[src/rtl/snake_grid_if.sv]
// Grid writer/reader bundle between the snake engine and the segment mapper.
interface snake_grid_if;
  logic [35:0] cells;
  logic [3:0]  head_r;
  logic [1:0]  head_c;
  logic [1:0]  dir;
  logic        step;
  logic        paused;
  logic        game_over;

  modport master (
    output cells, head_r, head_c,
    output dir, step, paused, game_over
  );

  modport slave (
    input cells, head_r, head_c,
    input dir, step, paused, game_over
  );
endinterface

[src/rtl/snake_engine.sv]
// Snake game-state engine: move timer, position history,
// self-collision and 12x3 occupancy grid writer.
module snake_engine #(
  parameter int TICK_UNIT = 1_000_000,
  parameter int MAX_LEN   = 4
) (
  input  logic       clk,
  input  logic       rst,
  input  logic [2:0] button,
  input  logic [3:0] sw,
  snake_grid_if.master g
);

  localparam int LW = $clog2(MAX_LEN + 1);
  localparam logic [23:0] TU = 24'(TICK_UNIT);

  typedef enum logic [1:0] {
    TURN_NONE,
    TURN_L,
    TURN_R
  } turn_e;

  logic [2:0]    sync1_q, sync2_q, prev_q;
  logic [2:0]    pulse;
  logic [23:0]   cnt_q, cnt_d, term;
  turn_e         turn_q, turn_d;
  logic [1:0]    dir_q, dir_d, nd;
  logic [LW-1:0] len_q, len_d, sw_len;
  logic [3:0]    pos_r_q [MAX_LEN];
  logic [3:0]    pos_r_d [MAX_LEN];
  logic [1:0]    pos_c_q [MAX_LEN];
  logic [1:0]    pos_c_d [MAX_LEN];
  logic [35:0]   cells_q, cells_d;
  logic          step_q, step_d;
  logic          paused_q, paused_d;
  logic          over_q, over_d;
  logic          tick, hit, restart;
  logic [3:0]    nr;
  logic [1:0]    nc;
  logic [5:0]    idx;

  always_ff @(posedge clk or negedge rst) begin
    if (!rst) begin
      sync1_q <= '0;
      sync2_q <= '0;
      prev_q  <= '0;
    end else begin
      sync1_q <= button;
      sync2_q <= sync1_q;
      prev_q  <= sync2_q;
    end
  end

  assign pulse = sync2_q & ~prev_q;

  always_comb begin
    if (int'(sw[3:2]) + 1 > MAX_LEN)
      sw_len = LW'(MAX_LEN);
    else
      sw_len = LW'(int'(sw[3:2]) + 1);
  end

  assign term = ({22'd0, sw[1:0]} + 24'd1) * TU - 24'd1;
  assign restart = pulse[2] & over_q;
  assign tick = !paused_q && !over_q && (cnt_q >= term);

  always_comb begin
    unique case (turn_q)
      TURN_L:  nd = dir_q - 2'd1;
      TURN_R:  nd = dir_q + 2'd1;
      default: nd = dir_q;
    endcase
  end

  always_comb begin
    nr = pos_r_q[0];
    nc = pos_c_q[0];
    unique case (nd)
      2'd0: nr = (pos_r_q[0] == 4'd0) ? 4'd11 : pos_r_q[0] - 4'd1;
      2'd1: nc = (pos_c_q[0] == 2'd2) ? 2'd0 : pos_c_q[0] + 2'd1;
      2'd2: nr = (pos_r_q[0] == 4'd11) ? 4'd0 : pos_r_q[0] + 4'd1;
      2'd3: nc = (pos_c_q[0] == 2'd0) ? 2'd2 : pos_c_q[0] - 2'd1;
    endcase
  end

  // The tail slot vacates on a move, so it is excluded from the check.
  always_comb begin
    hit = 1'b0;
    for (int i = 0; i < MAX_LEN - 1; i++) begin
      if (i + 1 < int'(len_q) &&
          pos_r_q[i] == nr && pos_c_q[i] == nc)
        hit = 1'b1;
    end
  end

  always_comb begin
    cnt_d    = cnt_q;
    turn_d   = turn_q;
    dir_d    = dir_q;
    len_d    = len_q;
    pos_r_d  = pos_r_q;
    pos_c_d  = pos_c_q;
    step_d   = 1'b0;
    paused_d = paused_q;
    over_d   = over_q;

    if (!paused_q && !over_q)
      cnt_d = tick ? 24'd0 : cnt_q + 24'd1;

    if (tick) begin
      dir_d  = nd;
      turn_d = TURN_NONE;
      if (hit) begin
        over_d = 1'b1;
      end else begin
        step_d = 1'b1;
        for (int i = MAX_LEN - 1; i > 0; i--) begin
          pos_r_d[i] = pos_r_q[i-1];
          pos_c_d[i] = pos_c_q[i-1];
        end
        pos_r_d[0] = nr;
        pos_c_d[0] = nc;
      end
    end

    // A turn arriving with a tick is kept for the next move.
    if (pulse[0] ^ pulse[1])
      turn_d = pulse[0] ? TURN_L : TURN_R;

    if (pulse[2] && !over_q)
      paused_d = !paused_q;

    if (restart) begin
      len_d    = sw_len;
      dir_d    = 2'd0;
      turn_d   = TURN_NONE;
      cnt_d    = 24'd0;
      over_d   = 1'b0;
      paused_d = 1'b0;
      step_d   = 1'b0;
      for (int i = 0; i < MAX_LEN; i++) begin
        pos_r_d[i] = 4'd5;
        pos_c_d[i] = 2'd1;
      end
    end
  end

  always_comb begin
    cells_d = '0;
    idx     = '0;
    for (int i = 0; i < MAX_LEN; i++) begin
      if (i < int'(len_d)) begin
        idx = 6'(pos_r_d[i]) * 6'd3 + 6'(pos_c_d[i]);
        cells_d = cells_d | (36'd1 << idx);
      end
    end
  end

  always_ff @(posedge clk or negedge rst) begin
    if (!rst) begin
      cnt_q    <= '0;
      turn_q   <= TURN_NONE;
      dir_q    <= '0;
      len_q    <= LW'(MAX_LEN);
      cells_q  <= 36'h0_0001_0000;
      step_q   <= 1'b0;
      paused_q <= 1'b0;
      over_q   <= 1'b0;
      for (int i = 0; i < MAX_LEN; i++) begin
        pos_r_q[i] <= 4'd5;
        pos_c_q[i] <= 2'd1;
      end
    end else begin
      cnt_q    <= cnt_d;
      turn_q   <= turn_d;
      dir_q    <= dir_d;
      len_q    <= len_d;
      cells_q  <= cells_d;
      step_q   <= step_d;
      paused_q <= paused_d;
      over_q   <= over_d;
      pos_r_q  <= pos_r_d;
      pos_c_q  <= pos_c_d;
    end
  end

  assign g.cells     = cells_q;
  assign g.head_r    = pos_r_q[0];
  assign g.head_c    = pos_c_q[0];
  assign g.dir       = dir_q;
  assign g.step      = step_q;
  assign g.paused    = paused_q;
  assign g.game_over = over_q;

endmodule

[src/flat_wrapper.sv]
// flat-port wrapper written by rule: the top's interface ports become plain ports
module snake_engine_flat 
#(
  parameter int TICK_UNIT = 1_000_000,
  parameter int MAX_LEN   = 4
)
  (clk, rst, button, sw, g_cells, g_head_r, g_head_c, g_dir, g_step, g_paused, g_game_over);
  snake_grid_if g_i ();
  input  logic clk;
  input  logic rst;
  input  logic [2:0] button;
  input  logic [3:0] sw;
  output wire logic [$bits(g_i.cells)-1:0] g_cells;
  output wire logic [$bits(g_i.head_r)-1:0] g_head_r;
  output wire logic [$bits(g_i.head_c)-1:0] g_head_c;
  output wire logic [$bits(g_i.dir)-1:0] g_dir;
  output wire logic [$bits(g_i.step)-1:0] g_step;
  output wire logic [$bits(g_i.paused)-1:0] g_paused;
  output wire logic [$bits(g_i.game_over)-1:0] g_game_over;
  assign g_cells = g_i.cells;
  assign g_head_r = g_i.head_r;
  assign g_head_c = g_i.head_c;
  assign g_dir = g_i.dir;
  assign g_step = g_i.step;
  assign g_paused = g_i.paused;
  assign g_game_over = g_i.game_over;
  snake_engine #(.TICK_UNIT(TICK_UNIT), .MAX_LEN(MAX_LEN)) u_core (.clk(clk), .rst(rst), .button(button), .sw(sw), .g(g_i));
endmodule
[config.mk]
export PLATFORM = sky130hd
export DESIGN_NAME = snake_engine_flat
export DESIGN_NICKNAME = d
export VERILOG_FILES = /design/src/rtl/snake_grid_if.sv /design/src/rtl/snake_engine.sv /design/src/flat_wrapper.sv
export SDC_FILE = /design/constraint.sdc
export NUM_CORES = 1
export LEC_CHECK = 0
export CAP_MARGIN = 20
export CORE_MARGIN = 2
export CORE_UTILIZATION = 44
export DETAILED_ROUTE_END_ITERATION = 10
export PLACE_DENSITY = 0.61
export SETUP_SLACK_MARGIN = 0.3
export SYNTH_ARGS = -nofsm -noshare
export SYNTH_HDL_FRONTEND = slang
export SYNTH_SLANG_ARGS = --single-unit
[constraint.sdc]
create_clock -name clk -period 5.7 [get_ports clk]
set_input_delay 1.14 -clock clk [delete_from_list [all_inputs] [get_ports clk]]
set_output_delay 1.14 -clock clk [all_outputs]
set_load 0.01 [all_outputs]
Word level (Yosys, flattened, before mapping)
Cells that the tools add are included.
Operators by class
  shift operators: 4
  magnitude comparators: 9
  reductions and logical operators: 20
  bitwise operators: 7
  multiplexer cells: 39
  add/subtract/negate cells: 14
  $mul: 5
  equality and inequality tests: 13
Operators with widths (count)
  $mux 36: 4
  $shl 1x6->36 const A: 4
  $or 36x36->36: 3
  $mux 24: 3
  $mux 16: 3
  $gt 32x4->1 const B: 1
  $add 24x1->24 const B: 1
  $add 6x2->6: 4
  $ge 24x24->1: 1
  $mul 24x14->18 const B: 1
  $mul 4x2->6 const B: 4
  $mux 8: 3
  $sub 24x1->24 const B: 1
  $mux 2: 8
  $eq 4x4->1: 3
  $lt 2x3->1 const A: 4
  $mux 1: 11
  $logic_and 1x1->1: 9
  $lt 1x3->1 const A: 3
  $eq 2x2->1 const B: 4
  $mux 4: 2
  $pmux 2 s2: 2
  $pmux 4 s2: 1
  $reduce_bool 2->1: 4
  18 further kinds: 27
Word-level totals
  flip-flop bits (word level): 103
  bits of input ports: 9

Depth between registers and ports, before layout
  depth after elaboration: 23
  depth in mapped cells: 33

Worst setup path after synthesis
Ideal clock, no wire load.
  path kind: in2reg
  start: input port sw[0]
  end: register u_core.cells_q[12] (netlist: u_core.g.cells[12])
  setup time: 83 ps
  data required time: 5617 ps
  arrival time: 7173 ps
  cell stages on the path: 31
  setup slack: -1556 ps
  cells stage by stage: inv_1 ha_1 xnor2_1 ha_1 inv_1 fa_1 nand2_1 nor4_1 xnor2_1 ha_1 a21o_1 a21o_1 a21oi_1 nand2_1 o211a_1 o221ai_2 or2_1 buf_4 buf_6 mux2_4 fa_1 inv_1 ha_1 fa_1 a21o_1 a21oi_1 nand3_1 nor3_1 a22o_1 a21oi_1 o21ai_0
On the way
  longest elaborated chain between the ends: 17
  elaborated cells on any way between the ends: 28
  classes of those cells: 6 x add/sub; 5 x mul; 1 x order compare; 4 x shift; 8 x mux; 3 x bitwise; 1 x reduce/logical
Ends and longest elaborated chain
  from (decl): line flat_wrapper.sv:12  | input logic [3:0] sw;
  $add 2x1->3 *: line snake_engine.sv:63  | assign term = ({22'd0, sw[1:0]} + 24'd1) * TU - 24'd1;
  $mul 24x14->18 *: line snake_engine.sv:63
  $sub 24x1->24 *: line snake_engine.sv:63
  $ge 24x24->1 *: line snake_engine.sv:65  | assign tick = !paused_q && !over_q && (cnt_q >= term);
  $logic_and 1x1->1 *: line snake_engine.sv:65
  $mux 16: line snake_engine.sv:110  | if (tick) begin
  $mux 16: line snake_engine.sv:133  | if (restart) begin
  $mul 4x2->6: line snake_engine.sv:153  | idx = 6'(pos_r_d[i]) * 6'd3 + 6'(pos_c_d[i]);
  (+2 left out)
  $mux 36: line snake_engine.sv:152  | if (i < int'(len_d)) begin
  $or 36x36->36: line snake_engine.sv:154  | cells_d = cells_d | (36'd1 << idx);
  $mux 36: line snake_engine.sv:152
  $or 36x36->36: line snake_engine.sv:154
  $mux 36: line snake_engine.sv:152
  $or 36x36->36: line snake_engine.sv:154
  $mux 36 *: line snake_engine.sv:152
  via u_core.cells_d[12]: line snake_engine.sv:33  | logic [35:0] cells_q, cells_d;
  to (signal assigned): line snake_engine.sv:178  | cells_q <= cells_d;
  to (decl): line snake_engine.sv:33
The timed path passes the listed nets; every way through them passes the cells marked *.
A chain may end at the register's enable or synchronous reset.

Worst setup path after layout
  start: input port sw[0]
  end: register u_core.cells_q[34] (netlist: u_core.g.cells[34])
Same word-level chain as after synthesis.

==> metrics.cfg <==
[setup_path]
crit_family=adder cells
worstPathRequired_ps=5910
cpMaxStageDelayCell=fa_1
crit_type=in -> reg
cpMostUsedCell=a21o_1
cp_num_buf_inv=7
max_stage_delay_ps=540
path_max_fanout=7
end_kind=register
cp-start-kind=input port
arrival_ps=7150

[global_routing]
grt_overflow=0
grt_antenna_before_repair=1
grt_max_degree=62
grt_usage_pct=26.0
grt_pass1_wl_um=36800
grt_pass1_vias=7061

[cells_and_area]
drive_gt1_share_pct=34.7
ff_latch_area_um2=2590
areaGrowthSynthToFinish_pct=43.8
instances_no_fill=1258
diodes=0
utilization_pct=64.9
nets=1120
nFillCells=1358
multiInputGateArea_um2=5290
final_area_um2=10800

[placed_design]
dp.cells=1190
io_buffer_count=55
globalplace.congestion=0.917
dp_hpwl_um=16800
place_ws_ps=-2000
place_area_um2=9320

[timing]
fmax_mhz=144
tightest_slew_ps=839
finalHoldViolCount=0
max_slew_margin_pct=44.1
slew_viol_final=0
fin_ws_ps=-1240
rsz0062_at_grt=yes
finalCritPeriodShare_pct=122
setup_viol=63
setup_tns_ps=-70290
skew_ps=15.0
min_period_ps=6940

[routing]
drt_iter0_drc=531
dr.pass1.iters=6
viasPerCell=5.67
totalWireLength_um=24000
drtAntennaViolNets=0
vias=7129
wl_per_cell_um=19.1
drc=0

[clock_network]
cts_buffers=9
path_clk_slew_ps=80
clk_latency_ps=370
h-tree-depth=3
cts_hold_buf=0
cts_sinks=103
cts.path.max_buffers=2
cts_tree=built
cts-root-buf=clkbuf_16

[synthesis]
ys_ff_latch=103
synth_edf_count=0
synth.avg_cell_area_um2=9.16
synth_cell_type_count=70
syn-cell-area_um2=7480
synthArstFlopShare_pct=100
syn-instance-count=817
ys.warnings.count=0
synth_seq_area_share_pct=34.7
yosys_most_used_dff=dfrtp_1

[power]
leakage_nw=4.80
power_density_nw_per_um2=187
ir_worst_vdd_mv=0.167

[worst_hold_path]
min_path_type=reg -> reg

[die]
die-width_um=134
dieArea_um2=18100
rows=47
core_area_um2=16600
start_util_pct=45.1
fp.dieH_um=134
num_io_pins=56

[flow_run]
maxCapViolations=0

[status]
violations=setup timing
status=complete, but fails checks

kinds of logic (layout without fill, tap and decap cells):
| family | Yosys count | after routing | share of synthesized area, % |
|---|---|---|---|
| AOI/OAI and AO/OA | 213 | 213 | 19.3 |
| xor gates and xnor gates | 56 | 56 | 6.56 |
| adders and majority gates | 78 | 78 | 14.1 |
| buffers and inverters | 79 | 298 | 4.73 |
| DFF | 103 | 103 | 34.7 |
| muxes | 21 | 21 | 3.18 |
| other | 1 | 2 | 0.0501 |
| and+or+nand+nor | 266 | 267 | 17.5 |
routing by layer:
metal / GRT usage, % / part of all wire [%] / up-vias
met3: 3.89 / 4.7 / 50
li1: - / - / 3348
met5: 0 / 0.033 / -
met2: 42.0 / 47 / 215
met1: 35.1 / 45 / 3514
met4: 10.7 / 2.7 / 2
final cells by class:
cell class | instances | area share [%]
Multi-Input combinational cell | 637 | 49.1
Sequential cell | 103 | 24.1
Timing Repair Buffer | 239 | 19.9
Tap cell | 220 | 2.56
Clock buffer | 10 | 2.13
Inverter | 43 | 1.56
Clock inverter | 6 | 0.593
placed cells by master, fill, tap and decap left out, types with 23 or more instances in the layout:
| cell | count |
|---|---|
| buf_4 | 144 |
| dfrtp_1 | 89 |
| ha_1 | 60 |
| nand2_1 | 55 |
| clkdlybuf4s50_1 | 52 |
| nor2_1 | 49 |
| inv_1 | 35 |
| buf_6 | 34 |
| o21ai_0 | 31 |
| a21oi_1 | 28 |
| xor2_1 | 26 |
| nor2_4 | 23 |
Yosys cell counts, types with 4 or more instances:
| cell type | count | share of area (%) |
|---|---|---|
| a21o_1 | 15 | 1.5 |
| o211ai_1 | 22 | 2.2 |
| a222oi_1 | 4 | 0.54 |
| nand4_1 | 12 | 1.0 |
| nor2_1 | 80 | 4.0 |
| mux2_4 | 5 | 1.0 |
| and3_1 | 9 | 0.75 |
| xnor2_1 | 29 | 3.4 |
| nor2b_1 | 9 | 0.75 |
| nand2b_1 | 10 | 0.84 |
| xor2_1 | 27 | 3.2 |
| nand2_1 | 63 | 3.2 |
| nand3b_1 | 7 | 0.70 |
| clkbuf_1 | 20 | 1.0 |
| buf_2 | 4 | 0.27 |
| dfstp_2 | 14 | 4.9 |
| mux2i_1 | 14 | 1.9 |
| nand3_1 | 22 | 1.5 |
| a21oi_1 | 47 | 3.1 |
| o21a_1 | 6 | 0.60 |
| nor4_1 | 5 | 0.42 |
| fa_1 | 10 | 2.7 |
| buf_4 | 8 | 0.80 |
| a22o_1 | 18 | 2.1 |
| ha_1 | 68 | 11 |
| inv_1 | 42 | 2.1 |
| a22oi_1 | 15 | 1.5 |
| nand4b_1 | 4 | 0.47 |
| o21ai_0 | 55 | 3.7 |
| dfrtp_1 | 89 | 30 |
| nor3_1 | 19 | 1.3 |
| and2_1 | 5 | 0.42 |
power by group:
group | total [mW] | internal [mW] | switching, mW
Sequential | 0.813 | 0.770 | 0.0432
Combinational | 0.573 | 0.252 | 0.322
Clock | 0.624 | 0.309 | 0.315
state kept, by name (all words and copies together), names as in the netlist:
name,count
u_core.g.paused,1
u_core.cnt_q,24
u_core.sync1_q,3
u_core.g.dir,2
u_core.prev_q,3
u_core.g.step,1
u_core.sync2_q,3
u_core.pos_r_q,12
u_core.pos_c_q,6
u_core.g.head_c,2
u_core.g.head_r,4
u_core.g.game_over,1
u_core.turn_q,2
u_core.len_q,3
u_core.g.cells,36
repair_timing:
action / 4_1_cts / 5_1_grt
hold endpoints to repair: 0 / 0
gates resized for setup: 74 / 134
buffers inserted: 26 / 22
pin swaps: 40 / 53
endpoints found under the setup margin: 36 / 63
gates cloned: 0 / 3
per-stage QoR:
| step | total power, mW | hold WS [ps] |
|---|---|---|
| floorplan | 1.10 | 331 |
| global placement | 1.28 | 337 |
| detailed placement | 1.30 | 347 |
| CTS | 1.95 | 364 |
| global route | 2.10 | 368 |
| finish | 2.01 | 358 |
path summary, 6_finish.rpt:
kind | end | slack [ps] | startpoint | depth (start not counted)
min in group asynchronous | u_core.cnt_q[4] | 850 | rst | 1
setup / recovery | u_core.g.cells[34] | -1240 | sw[0] | 32
hold / removal | u_core.sync2_q[0] | 360 | u_core.sync1_q[0] | 0
max in group asynchronous | u_core.g.cells[16] | 3810 | rst | 2
setup reg to reg | u_core.g.cells[4] | -140 | u_core.turn_q[0] | 20
hold reg to reg | u_core.sync2_q[0] | 360 | u_core.sync1_q[0] | 0
No activity file was read; power rests on OpenSTA's default activity.
